## src/rtl/instruction_loader.sv

```systemverilog
// -----------------------------------------------------------------------------
// instruction_loader
//   Writer side of the instruction memory. Assembles little-endian words from a
//   byte stream (first byte -> LSB) and writes them to consecutive word
//   addresses starting at 0. Stops after writing the HALT word (DONE) or after
//   filling the last address without a HALT (FULL).
//
// Ports
//   i_clk, i_reset_n      clock (rising edge), async active-low reset
//   i_start               arm/re-arm; only honoured in IDLE, DONE or FULL
//   i_byte_valid, i_byte  incoming byte, consumed when o_byte_ready is high
//   o_byte_ready          loader is in RECV and will take a byte this cycle
//   o_write_enable        one-cycle memory write strobe
//   o_address             word address of the write (holds outside WRITE)
//   o_write_data          last assembled word
//   o_busy                high in RECV and WRITE
//   o_done / o_overflow   sticky status until next i_start
//   o_timeout             one-cycle pulse when a partial word is abandoned
//   o_word_count          words written since the last i_start
//
// Build option
//   LOADER_TIMEOUT_EN     enables the inter-byte timeout; without it the loader
//                         waits indefinitely and o_timeout is tied low.
// -----------------------------------------------------------------------------
module instruction_loader #(
  parameter int                 PC_WIDTH       = 9,
  parameter int                 NB_WIDTH       = 32,
  parameter int                 NB_BYTE        = 8,
  parameter logic [NB_WIDTH-1:0] HALT_WORD     = 32'hFFFFFFFF,
  parameter int                 TIMEOUT_CYCLES = 65535
) (
  input  logic                i_clk,
  input  logic                i_reset_n,
  input  logic                i_start,
  input  logic                i_byte_valid,
  input  logic [NB_BYTE-1:0]  i_byte,
  output logic                o_byte_ready,
  output logic                o_write_enable,
  output logic [PC_WIDTH-1:0] o_address,
  output logic [NB_WIDTH-1:0] o_write_data,
  output logic                o_busy,
  output logic                o_done,
  output logic                o_overflow,
  output logic                o_timeout,
  output logic [PC_WIDTH:0]   o_word_count
);

  localparam int NBYTES = NB_WIDTH / NB_BYTE;
  localparam int BW     = (NBYTES > 1) ? $clog2(NBYTES) : 1;
  localparam logic [BW-1:0]       LAST_BYTE = BW'(NBYTES - 1);
  localparam logic [PC_WIDTH-1:0] LAST_ADDR = {PC_WIDTH{1'b1}};

  if (NB_WIDTH != 4 * NB_BYTE || TIMEOUT_CYCLES < 1) begin : g_bad_params
    $error("instruction_loader: NB_WIDTH must be 4*NB_BYTE and TIMEOUT_CYCLES >= 1");
  end

  typedef enum logic [2:0] {
    IDLE  = 3'd0,
    RECV  = 3'd1,
    WRITE = 3'd2,
    DONE  = 3'd3,
    FULL  = 3'd4
  } state_t;

  state_t                state_q, state_d;
  logic [PC_WIDTH-1:0]   addr_q,  addr_d;
  logic [NB_WIDTH-1:0]   data_q,  data_d;
  logic [NB_WIDTH-1:0]   buf_q,   buf_d;
  logic [PC_WIDTH:0]     cnt_q,   cnt_d;
  logic [BW-1:0]         bcnt_q,  bcnt_d;
  logic                  done_q,  done_d;
  logic                  ovf_q,   ovf_d;
  logic                  ready_q, ready_d;
  logic                  we_q,    we_d;
  logic                  busy_q,  busy_d;
  logic                  accept;
  logic                  tmo_fire;

  // ready_q is only ever high while state_q == RECV
  assign accept = ready_q & i_byte_valid;

`ifdef LOADER_TIMEOUT_EN
  localparam int TW = $clog2(TIMEOUT_CYCLES + 1);
  logic [TW-1:0] tcnt_q, tcnt_d;
  logic          to_q;

  // Counts idle cycles only while a word is partially assembled.
  assign tmo_fire = (state_q == RECV) && (bcnt_q != '0) && !accept &&
                    (tcnt_q == TW'(TIMEOUT_CYCLES - 1));

  always_comb begin
    tcnt_d = '0;
    if ((state_q == RECV) && (bcnt_q != '0) && !accept && !tmo_fire)
      tcnt_d = tcnt_q + 1'b1;
  end

  always_ff @(posedge i_clk or negedge i_reset_n) begin
    if (!i_reset_n) begin
      tcnt_q <= '0;
      to_q   <= 1'b0;
    end else begin
      tcnt_q <= tcnt_d;
      to_q   <= tmo_fire;
    end
  end

  assign o_timeout = to_q;
`else
  assign tmo_fire  = 1'b0;
  assign o_timeout = 1'b0;
`endif

  always_comb begin
    state_d = state_q;
    addr_d  = addr_q;
    data_d  = data_q;
    buf_d   = buf_q;
    cnt_d   = cnt_q;
    bcnt_d  = bcnt_q;
    done_d  = done_q;
    ovf_d   = ovf_q;

    case (state_q)
      IDLE, DONE, FULL: begin
        if (i_start) begin
          state_d = RECV;
          addr_d  = '0;
          cnt_d   = '0;
          bcnt_d  = '0;
          done_d  = 1'b0;
          ovf_d   = 1'b0;
        end
      end
      RECV: begin
        if (accept) begin
          buf_d[int'(bcnt_q)*NB_BYTE +: NB_BYTE] = i_byte;
          if (bcnt_q == LAST_BYTE) begin
            data_d  = buf_d;
            bcnt_d  = '0;
            state_d = WRITE;
          end else begin
            bcnt_d = bcnt_q + 1'b1;
          end
        end else if (tmo_fire) begin
          // abandon the partial word; address stays put
          bcnt_d = '0;
        end
      end
      WRITE: begin
        cnt_d = cnt_q + 1'b1;
        if (data_q == HALT_WORD) begin
          state_d = DONE;
          done_d  = 1'b1;
        end else if (addr_q == LAST_ADDR) begin
          state_d = FULL;
          ovf_d   = 1'b1;
        end else begin
          addr_d  = addr_q + 1'b1;
          state_d = RECV;
        end
      end
      default: state_d = IDLE;
    endcase

    // Strobes decoded from the next state so every output comes from a flop.
    ready_d = (state_d == RECV);
    we_d    = (state_d == WRITE);
    busy_d  = (state_d == RECV) || (state_d == WRITE);
  end

  always_ff @(posedge i_clk or negedge i_reset_n) begin
    if (!i_reset_n) begin
      state_q <= IDLE;
      addr_q  <= '0;
      data_q  <= '0;
      buf_q   <= '0;
      cnt_q   <= '0;
      bcnt_q  <= '0;
      done_q  <= 1'b0;
      ovf_q   <= 1'b0;
      ready_q <= 1'b0;
      we_q    <= 1'b0;
      busy_q  <= 1'b0;
    end else begin
      state_q <= state_d;
      addr_q  <= addr_d;
      data_q  <= data_d;
      buf_q   <= buf_d;
      cnt_q   <= cnt_d;
      bcnt_q  <= bcnt_d;
      done_q  <= done_d;
      ovf_q   <= ovf_d;
      ready_q <= ready_d;
      we_q    <= we_d;
      busy_q  <= busy_d;
    end
  end

  assign o_byte_ready   = ready_q;
  assign o_write_enable = we_q;
  assign o_address      = addr_q;
  assign o_write_data   = data_q;
  assign o_busy         = busy_q;
  assign o_done         = done_q;
  assign o_overflow     = ovf_q;
  assign o_word_count   = cnt_q;

endmodule

```

## config.mk

```make
export PLATFORM = sky130hd
export DESIGN_NAME = instruction_loader
export DESIGN_NICKNAME = d
export VERILOG_FILES = /design/src/rtl/instruction_loader.sv
export SDC_FILE = /design/constraint.sdc
export NUM_CORES = 1
export LEC_CHECK = 0
export ABC_AREA = 1
export CELL_PAD_IN_SITES_DETAIL_PLACEMENT = 1
export CELL_PAD_IN_SITES_GLOBAL_PLACEMENT = 2
export CORE_ASPECT_RATIO = 0.5
export CORE_MARGIN = 5
export CORE_UTILIZATION = 32
export DETAILED_ROUTE_END_ITERATION = 7
export GPL_TIMING_DRIVEN = 0
export HOLD_SLACK_MARGIN = 0.12
export PLACE_DENSITY = 0.84
export SLEW_MARGIN = 20
export SYNTH_ARGS = -nofsm -noshare
export SYNTH_HDL_FRONTEND = slang
export SYNTH_SLANG_ARGS = --single-unit
```

## constraint.sdc

```tcl
create_clock -name i_clk -period 2.3 [get_ports i_clk]
set_clock_uncertainty 0.05 [all_clocks]
set_input_delay 0.23 -clock i_clk [delete_from_list [all_inputs] [get_ports i_clk]]
set_output_delay 0.23 -clock i_clk [all_outputs]
set_load 0.01 [all_outputs]
```

## Word level (Yosys, flattened, before mapping)

Cells that the tools add are included.

- Register bits: 93
- Input bits: 12
- Output and inout bits: 57
- Word-level logic and storage cells: 68

- $add $sub $neg: 4
- Equality and inequality tests: 15
- Shift-type cells: 2
- Muxes and demuxes: 23
- Bitwise operators: 1
- Reduce and logical (&&, ||, !) cells: 12

Operators with widths:

| operator | number |
|---|---|
| $neg 5->33 | 1 |
| $shift 8x33->32 const A | 1 |
| $shiftx 8x33->32 | 1 |
| $bwmux 32 | 1 |
| $eq 32x32->1 const B | 1 |
| $mux 9 | 3 |
| $pmux 10 s2 | 1 |
| $pmux 9 s2 | 1 |
| $mux 3 | 5 |
| $ne 2x2->1 const B | 6 |
| $add 10x1->10 const B | 1 |
| $mux 10 | 1 |
| $add 9x1->9 const B | 1 |
| $eq 3x2->1 const B | 3 |
| $eq 9x9->1 const B | 1 |
| $pmux 3 s3 | 1 |
| $reduce_and 3->1 | 3 |
| $reduce_and 4->1 | 2 |
| $eq 3x1->1 const B | 2 |
| $mux 2 | 3 |
| $mux 1 | 4 |
| $pmux 1 s2 | 2 |
| $pmux 2 s2 | 1 |
| $reduce_and 2->1 | 2 |
| other kinds (8) | 9 |

## Logic depth before layout (Yosys ltp)

- Word-level depth: 6
- Depth in mapped cells: 10
- Mapped depth without buffers: 10

## Worst setup path before layout

No wires, ideal clock.

- Path kind: reg-to-reg
- From: register addr_q[0] (netlist: o_address[0])
- To: register addr_q[5] (netlist: o_address[5])
- Library setup time: 0.118 ns
- Arrival: 1.590 ns
- Data required time: 2.132 ns
- Slack: 0.542 ns
- Cell stages (with the launch flop): 11
- Path buffers: 0
- Clock period less this slack: 1.758 ns
- Cells stage by stage: dfrtp_1 -> ha_1 -> nand3_1 -> nor3_1 -> ha_1 -> inv_1 -> nor2_1 -> a21oi_4 -> nand2_4 -> nand2_1 -> nand2_1

- Word-level cells in the longest chain between the ends: 4
- Elaborated cells on any way between the ends: 7
- Those cells by class: 1 x add/sub; 2 x eq/ne; 3 x mux; 1 x reduce/logical

RTL lines:

| element | RTL line | text |
|---|---|---|
| start: declaration | 66 | `logic [PC_WIDTH-1:0] addr_q, addr_d;` |
| start signal: assignment | 186 | `addr_q <= addr_d;` |
| $add 9x1->9 | 158 | `addr_d = addr_q + 1'b1;` |
| $mux 9 | 154 | `end else if (addr_q == LAST_ADDR) begin` |
| $mux 9 | 151 | `if (data_q == HALT_WORD) begin` |
| $pmux 9 s2 | 123 | `case (state_q)` |

Parallel ways exist; a longest one is shown, timed or not. The select of a mux whose other input is x is not followed.
A chain may end at the register's enable or synchronous reset.

## Final worst setup path

- From: register bcnt_q[0]
- To: register buf_q[25]

- Word-level cells in the longest chain between the ends: 3
- Elaborated cells on any way between the ends: 4
- Those cells by class: 1 x add/sub; 2 x shift; 1 x mux

RTL lines:

| element | RTL line | text |
|---|---|---|
| start: declaration | 70 | `logic [BW-1:0] bcnt_q, bcnt_d;` |
| start signal: assignment | 190 | `bcnt_q <= bcnt_d;` |
| $neg 5->33 * | 136 | `buf_d[int'(bcnt_q)*NB_BYTE +: NB_BYTE] = i_byte;` |
| $shiftx 8x33->32 or $shift 8x33->32 (tied branches) | 136 |  |
| $bwmux 32 * | 136 |  |
| end signal: assignment | 188 | `buf_q <= buf_d;` |
| end: declaration | 68 | `logic [NB_WIDTH-1:0] buf_q, buf_d;` |

Every way passes the cells marked *; elsewhere a longest branch is shown, timed or not.

==> flow_summary.json <==
{
  "status": "completed",
  "synth.top_cell.area_share": 0.5107,
  "die_y_um": 94.38,
  "gp_congestion": 0.7652,
  "drtIter0Drc": 237,
  "synth.avg_cell_area_um2": 8.009,
  "cap_violations": 0,
  "p_leak_nw": 2.719,
  "io_pins": 69,
  "synth_top_area_cell": "dfrtp_1",
  "clockBufferDepth": 2,
  "drc": 0,
  "grtUsageMet3": 0.03400,
  "synth_most_common_cell": "nand2_1",
  "ff2ff_path_depth": 8,
  "dpl_cell_area_um2": 5497,
  "power_density_nw_per_um2": 1041,
  "rsz0062_at_grt": "yes",
  "async_flop_share": 1.000,
  "instances_no_fill": 849,
  "ant_nets": 0,
  "synth-main-ff-cell": "dfrtp_1",
  "setup_tns_ns": 0,
  "r2r-start": "bcnt_q[0]$_DFFE_PN0P_",
  "seqCellArea_um2": 2327,
  "drive_gt1_frac": 0.08524,
  "seq_power_share": 0.378,
  "clk_pin_slew_worst_paths_ns": 0.07,
  "worst_r2r_endpoint": "buf_q[25]$_DFFE_PN0P_",
  "synth_top_cells_by_area": "dfrtp_1, nand2_1, inv_1",
  "grt_pass1_wl_mm": 22.32,
  "worstPathMaxFanout": 9,
  "wirelength_mm": 13.68,
  "wire_per_inst_um": 16.11,
  "fillers": 1696,
  "critPathArrivalTime_ns": 2.40,
  "holdWs_ns": 0.3065,
  "num_vias": 4002,
  "cts-root-buf": "clkbuf_16",
  "die_x_um": 178.8,
  "pre_cts_ws_ns": -0.03499,
  "synth_seq_cells": 93,
  "yosysSeqAreaShare": 0.5107,
  "grt_pass1_vias": 4192,
  "portBuffers": 67,
  "overflow": 0,
  "timing.final.ws_setup_ns": 0.1157,
  "cp-end-kind": "register",
  "diodes": 0,
  "area_growth_syn_to_layout_pct": 29.32,
  "p_clk_frac": 0.262,
  "setup_viol": 0,
  "rows": 30,
  "dp_cells": 829,
  "multi_input_area_um2": 1892,
  "top_usage_layer": "met2",
  "min_period_ns": 2.184,
  "start_util": 0.3317,
  "ys_top_cells_by_count": "nand2_1, dfrtp_1, inv_1",
  "dp_hpwl_mm": 10.35,
  "critPathKind": "reg2reg",
  "grt.total_usage": 0.1705,
  "die_area_um2": 16870,
  "post_synth_num_cell_types": 29,
  "drt_first_pass_iters": 4,
  "clock_latency_ns": 0.35,
  "power.share.combinational": 0.361,
  "clock_sinks": 93,
  "core_area_um2": 13740,
  "startpoint_type": "register",
  "p_int_mw": 3.877,
  "swShare": 0.3680,
  "antenna_found_initial": 0,
  "min_path_type": "in2async",
  "syn_inst": 569,
  "vdd_drop_max_v": 0.0004132,
  "syn_area_um2": 4557,
  "synth_fp_nets": 590,
  "p_sw_mw": 2.257,
  "cts_tree": "done",
  "yosysWarnings": 0,
  "met2_usage": 0.2715,
  "cts_max_level": 3,
  "finalCritPeriodShare": 0.9497,
  "globalRouteMet1Util": 0.2414,
  "critical_path_required_ns": 2.51,
  "nets": 673,
  "fin_area_um2": 5893,
  "grt_max_degree": 63,
  "via_per_inst": 4.714,
  "numCtsBuffers": 9,
  "regToRegSetupSlack_ns": 0.12,
  "synth_edf_count": 0,
  "slew_viol_final": 0,
  "finalHoldViolCount": 0,
  "max_freq_mhz": 457.8
}
==> routing by layer <==
layer  wire length (um)  part of all wire
met1               6873              0.50
met2               6180              0.45
met5                  0                 0
met3                481             0.035
met4                142             0.010
==> worst max-delay path by stage <==
| stage | startpoint | end | slack, ns |
|---|---|---|---|
| floorplan | o_address[0]$_DFFE_PN0P_ | o_address[5]$_DFFE_PN0P_ | 0.54 |
| finish | bcnt_q[0]$_DFFE_PN0P_ | buf_q[25]$_DFFE_PN0P_ | 0.12 |
| detailed placement | bcnt_q[0]$_DFFE_PN0P_ | o_write_data[20]$_DFFE_PN0P_ | -0.03 |
| global route | bcnt_q[0]$_DFFE_PN0P_ | o_write_data[14]$_DFFE_PN0P_ | -0.02 |
| CTS | bcnt_q[0]$_DFFE_PN0P_ | buf_q[7]$_DFFE_PN0P_ | 0.01 |
| global placement | i_reset_n | o_address[7]$_DFFE_PN0P_ | -2.69 |
==> critical path, cell delays in order, from the launching register on <==
cell and delay [ns]:
dfrtp_1 0.41, buf_2 0.22, inv_1 0.17, ha_1 0.39, inv_1 0.11, nand3_2 0.21, o22ai_1 0.35, nand2_1 0.11
o21ai_0 0.09
==> cells in the final DEF (no fill, tap or decap), drive strengths merged <==
cell / n
bufinv: 2
nor3b: 1
xnor2: 2
ha: 9
buf: 24
nand4: 11
xor2: 5
conb: 1
clkdlybuf4s50: 66
clkinvlp: 1
o21ai: 40
nor3: 3
dfrtp: 93
a21oi: 5
a22o: 1
clkinv: 2
or2: 1
nand2: 215
dlygate4sd3: 1
nand3: 21
inv: 68
nor2: 38
o21a: 1
clkbuf: 11
o22ai: 35
==> kinds of logic (layout without fill, tap and decap cells) <==
logic type / count (synthesis) / after routing / synth area share
buffers and inverters: 87 / 175 / 0.08484
AOI/OAI and AO/OA: 82 / 82 / 0.1035
other: 1 / 1 / 0.0008229
xor gates and xnor gates: 7 / 7 / 0.01345
adders and majority gates: 9 / 9 / 0.02471
and+or+nand+nor: 290 / 290 / 0.2619
DFF: 93 / 93 / 0.5107
==> layout make-up <==
cell class / count / share of cell area
Buffer: 20 / 0.02293
Clock buffer: 10 / 0.03885
Clock inverter: 6 / 0.01465
Inverter: 67 / 0.04268
Multi-Input combinational cell: 389 / 0.3210
Sequential cell: 93 / 0.3949
Tap cell: 192 / 0.04076
Timing Repair Buffer: 72 / 0.1242
==> power by group through the flow <==
stage               Clock [mW]  Combinational (mW)  Sequential (mW)
global route              1.72                2.45             2.38
global placement             0                2.07             2.34
CTS                       1.66                2.16             2.32
detailed placement           0                2.13             2.35
floorplan                    0                1.15             2.38
finish                    1.60                2.21             2.32
==> stage by stage <==
step	utilization	power (mW)
2_1_floorplan	-	3.529
3_3_place_gp	0.3980	4.408
3_5_place_dp	0.4001	4.486
4_1_cts	0.4249	6.144
5_1_grt	0.4290	6.551
6_report	0.4290	6.134
==> state kept, by name (all words and copies together) (netlist names) <==
| register | count |
|---|---|
| state_q | 3 |
| o_overflow | 1 |
| o_address | 9 |
| o_write_data | 32 |
| o_word_count | 10 |
| o_write_enable | 1 |
| buf_q | 32 |
| o_byte_ready | 1 |
| o_done | 1 |
| o_busy | 1 |
| bcnt_q | 2 |
==> timing repair <==
action                     in CTS  in global routing
setup endpoints to repair      11                 37
resized for setup               0                  8
hold buffers                    1                  0
gates cloned                    0                  0
hold endpoints to repair       93                  0
buffers inserted                2                  1
pin swaps                       1                  1
No activity file was read; power rests on OpenSTA's default activity.
